`src/rtl/seq_pattern_detector.sv`:
```
// Serial bit-pattern detector with runtime-loadable pattern, length and overlap mode.
// Optional saturating match counter is built when SEQDET_COUNT_EN is defined.
module seq_pattern_detector #(
    parameter int             N           = 8,
    parameter int             CNT_W       = 16,
    parameter logic [N-1:0]   DEFAULT_PAT = 'b101,
    parameter int             DEFAULT_LEN = 3,
    parameter bit             DEFAULT_OVL = 1'b1,
    localparam int            LW          = $clog2(N + 1)
) (
    input  logic          clk,
    input  logic          reset,
    input  logic          i_load,
    input  logic [N-1:0]  i_pat_in,
    input  logic [LW-1:0] i_len_in,
    input  logic          i_ovl_in,
    input  logic          i_x_valid,
    input  logic          i_x,
    input  logic          i_cnt_clr,
    output logic          o_match
`ifdef SEQDET_COUNT_EN
    ,
    output logic [CNT_W-1:0] o_match_cnt
`endif
);

    logic [N-1:0]  r_hist;
    logic [N-1:0]  r_pat;
    logic [LW-1:0] r_len;
    logic [LW-1:0] r_fill;
    logic          r_ovl;
    logic          r_match;

    logic [N-1:0]  w_hist_next;
    logic [N-1:0]  w_mask;
    logic [LW-1:0] w_shamt;
    logic [LW:0]   w_fill_inc;
    logic [LW-1:0] w_len_clamp;
    logic          w_hit;

    assign w_hist_next = {r_hist[N-2:0], i_x};
    assign w_shamt     = LW'(N) - r_len;
    assign w_mask      = {N{1'b1}} >> w_shamt;
    assign w_fill_inc  = {1'b0, r_fill} + (LW+1)'(1);

    // The fill gate keeps stale history (after load, reset or a non-overlap hit) out of the compare.
    assign w_hit = (((w_hist_next ^ r_pat) & w_mask) == '0) && (w_fill_inc >= {1'b0, r_len});

    always_comb begin
        w_len_clamp = i_len_in;
        if (i_len_in == '0)
            w_len_clamp = LW'(1);
        else if (i_len_in > LW'(N))
            w_len_clamp = LW'(N);
    end

    always_ff @(posedge clk or posedge reset) begin
        if (reset) begin
            r_hist  <= '0;
            r_pat   <= DEFAULT_PAT;
            r_len   <= LW'(DEFAULT_LEN);
            r_ovl   <= DEFAULT_OVL;
            r_fill  <= '0;
            r_match <= 1'b0;
        end else if (i_load) begin
            r_pat   <= i_pat_in;
            r_len   <= w_len_clamp;
            r_ovl   <= i_ovl_in;
            r_fill  <= '0;
            r_match <= 1'b0;
        end else if (i_x_valid) begin
            r_hist  <= w_hist_next;
            r_match <= w_hit;
            if (w_hit && !r_ovl)
                r_fill <= '0;
            else if (r_fill != LW'(N))
                r_fill <= r_fill + LW'(1);
        end else begin
            r_match <= 1'b0;
        end
    end

    assign o_match = r_match;

`ifdef SEQDET_COUNT_EN
    logic [CNT_W-1:0] r_cnt;
    logic             w_unused_bits;

    assign w_unused_bits = r_hist[N-1];

    always_ff @(posedge clk or posedge reset) begin
        if (reset)
            r_cnt <= '0;
        else if (i_cnt_clr)
            r_cnt <= '0;
        else if (!i_load && i_x_valid && w_hit && (r_cnt != {CNT_W{1'b1}}))
            r_cnt <= r_cnt + CNT_W'(1);
    end

    assign o_match_cnt = r_cnt;
`else
    logic [1:0] w_unused_bits;

    assign w_unused_bits = {r_hist[N-1], i_cnt_clr};
`endif

endmodule
```
`config.mk`:
```
export PLATFORM = sky130hd
export DESIGN_NAME = seq_pattern_detector
export DESIGN_NICKNAME = d
export VERILOG_FILES = /design/src/rtl/seq_pattern_detector.sv
export SDC_FILE = /design/constraint.sdc
export NUM_CORES = 1
export LEC_CHECK = 0
export BUFFER_PORTS_ARGS = -buffer_cell sky130_fd_sc_hd__buf_2
export CORE_MARGIN = 1
export CORE_UTILIZATION = 60
export CTS_CLUSTER_SIZE = 14
export DETAILED_ROUTE_END_ITERATION = 16
export PLACE_DENSITY_LB_ADDON = 0.25
export SLEW_MARGIN = 15
export SYNTH_ARGS = -nofsm -noshare
export SYNTH_HDL_FRONTEND = slang
export SYNTH_SLANG_ARGS = --single-unit
```
`constraint.sdc`:
```
create_clock -name clk -period 2.7 [get_ports clk]
set_input_delay 0.27 -clock clk [delete_from_list [all_inputs] [get_ports clk]]
set_output_delay 0.27 -clock clk [all_outputs]
set_load 0.02 [all_outputs]
```
==> run metrics <==
Max Buffers Root-to-Sink=2; hold buffer count at cts=0; Clk pin slew, worst setup/hold paths=0.14 ns; RSZ-0062 raised after global routing=false; Final Hold Vio Count=0; routed vias=955; # setup viols final=0; initial core utilization=0.667; top post-synthesis cells by count=nand2_1, dfrtp_1, ha_1, mux2_1, xnor2_1; cell with the most instances after synthesis=nand2_1; Cell Chain, Critical Path=ha_1, xor2_1, ha_1, o21ai_0, o21ai_1, or2b_1, o21ai_2, o22ai_1; overall power=0.000848 W; Sink Count=25; CTS H-tree lvls=1; first-pass GRT wire length=4140 um; post-CTS resize count=0; Max-cap violations=0; largest net degree at the start of global routing=26; Crit path top cell by count=ha_1; Pwr per Cell Area=566 nW/um^2; initial antenna violation count=0; final-report max-slew violation count=0; Arrival @ worst endpoint=2.30 ns; Worst Path Buf+Inv=0; Final min period=2.09 ns; CTS tree=yes; Die Wd=49.6 um; Routed Antenna Nets=0; crit end category=register; Total Routing Usage GR=0.221; #FFs+latches synth=25; Final Wtd Congestion=0.878; layout cells sized above 1=0.230; Req. time, crit path=2.90 ns; Synth Net Count=161; buffers added on ports=18; syn_area_per_cell=10.2 um^2; number of distinct library cells after synthesis=31; Total Neg Setup Slack=0 ns; DRC Markers=0; HP Class=input port to asynchronous set/reset pin; number of nets in the layout=181; cts bufs inserted=3; clk root buf=clkbuf_4; Tightest Pin Transition=0.919 ns; achievable frequency=0.478 GHz; initial drt markers=22; GRT Residual Overflow=0; Post-synth EDFFs=0; fillcell total=167; register area share after synthesis=0.464; ys flop type=dfrtp_1; WL final=2400 um; Max IR drop VDD=510 uV; slowest stage cell, crit path=dfrtp_1; Synth Instances=133; Crit path largest cell delay=0.46 ns; Syn. warnings=0; # diodes=0; DIE HEIGHT=49.6 um; Layout area overhead=10.0%; Setup Crit Path Kind=register to register; clock latency at the later pin of the worst-skew pair=0.31 ns; final period utilization=0.775; core area=2040 um^2; post-synthesis async set-or-reset flop share=1.00; status=finished, final reports clean; vias in the first global route=939; Slew HR=0.387; number of I/O pins=20; die area=2460 um^2; cell area after synthesis=1360 um^2; Leak=0.708 nW; Startpoint Class=register; FP Rows=16; Routed WL per cell=13.4 um; clock skew=0.00530 ns; vias per cell=5.34; post-DP HPWL=1790 um; drt pass-1 iters=4; Setup Buffers After CTS=0; worst-path maximum fanout=6; family with the most delay on the worst path=compound AO/OA/AOI/OAI gates; Synth top area share=0.368; Synth area leader=dfrtp_1; Synth area leaders=dfrtp_1, dfstp_2, ha_1
registers in the layout, summed over array words and instances, names as in the netlist:
| name | count |
|---|---|
| r_hist | 7 |
| r_fill | 4 |
| r_len | 4 |
| o_match | 1 |
| r_ovl | 1 |
| r_pat | 8 |
stage by stage:
step	cells	instance area (um^2)	worst slack [ns]	hold slack, ns	util
floorplan	133	1360	0.820	0.294	-
global placement	175	1470	0.674	0.469	0.720
detailed placement	175	1470	0.622	0.484	0.720
CTS	179	1500	0.602	0.148	0.733
global route	179	1500	0.474	0.151	0.733
finish	179	1500	0.606	0.136	0.733
logic make-up after synthesis:
family | count (synthesis) | synth area share
AO/OA/AOI/OAI | 20 | 0.105
AND/OR/NAND/NOR | 45 | 0.148
buffers and inverters | 12 | 0.0358
adder cells (fa/ha/maj) | 9 | 0.0827
multiplexers | 10 | 0.0818
flip-flops | 25 | 0.464
XOR/XNOR | 12 | 0.0827
cells in the final DEF (no fill, tap or decap), types with 5 or more instances in the layout:
| cell | n |
|---|---|
| o22ai_1 | 6 |
| xnor2_1 | 9 |
| buf_2 | 18 |
| inv_1 | 8 |
| ha_1 | 9 |
| nor2_1 | 6 |
| nand2_1 | 29 |
| mux2_1 | 9 |
| dfstp_2 | 5 |
| dfrtp_1 | 20 |
layer usage:
layer	wire length, um	vias up	GRT usage
li1	-	480	-
met1	1150	443	0.310
met2	1100	30	0.365
met3	135	2	0.0309
met4	14	0	0.0429
met5	0	-	0
cell type report:
| type | instances | area, um^2 | share of cell area |
|---|---|---|---|
| sequential | 25 | 632 | 0.422 |
| timing repair buffer | 18 | 90.1 | 0.0602 |
| clock buffer | 3 | 22.5 | 0.0150 |
| clock inverter | 1 | 5.00 | 0.00334 |
| tap | 27 | 33.8 | 0.0226 |
| multi-input combinational | 96 | 681 | 0.454 |
| inverter | 9 | 33.8 | 0.0226 |
path summary, 6_finish.rpt:
path                                  startpoint               endpoint  slack [ns]  cells after the start
min                                        reset  r_hist[1]$_DFFE_PP0P_        0.14                      2
max                        r_fill[0]$_DFFE_PP0P_  r_fill[0]$_DFFE_PP0P_        0.61                      8
max reg2reg                r_fill[0]$_DFFE_PP0P_  r_fill[0]$_DFFE_PP0P_        0.61                      8
min in group clk                     i_len_in[3]   r_len[1]$_DFFE_PP1P_        0.15                      2
max in group asynchronous                  reset  r_hist[4]$_DFFE_PP0P_        2.01                      2
min reg2reg                r_hist[6]$_DFFE_PP0P_  r_hist[6]$_DFFE_PP0P_        0.51                      2
power by group:
part           internal, W  switching, W  leakage (nW)
Clock            0.0000553      0.000111        0.0177
Combinational     0.000102      0.000116         0.383
Sequential        0.000424     0.0000394         0.307
Total             0.000582      0.000267         0.708
Note: power is estimated with default switching activity, not from simulation.
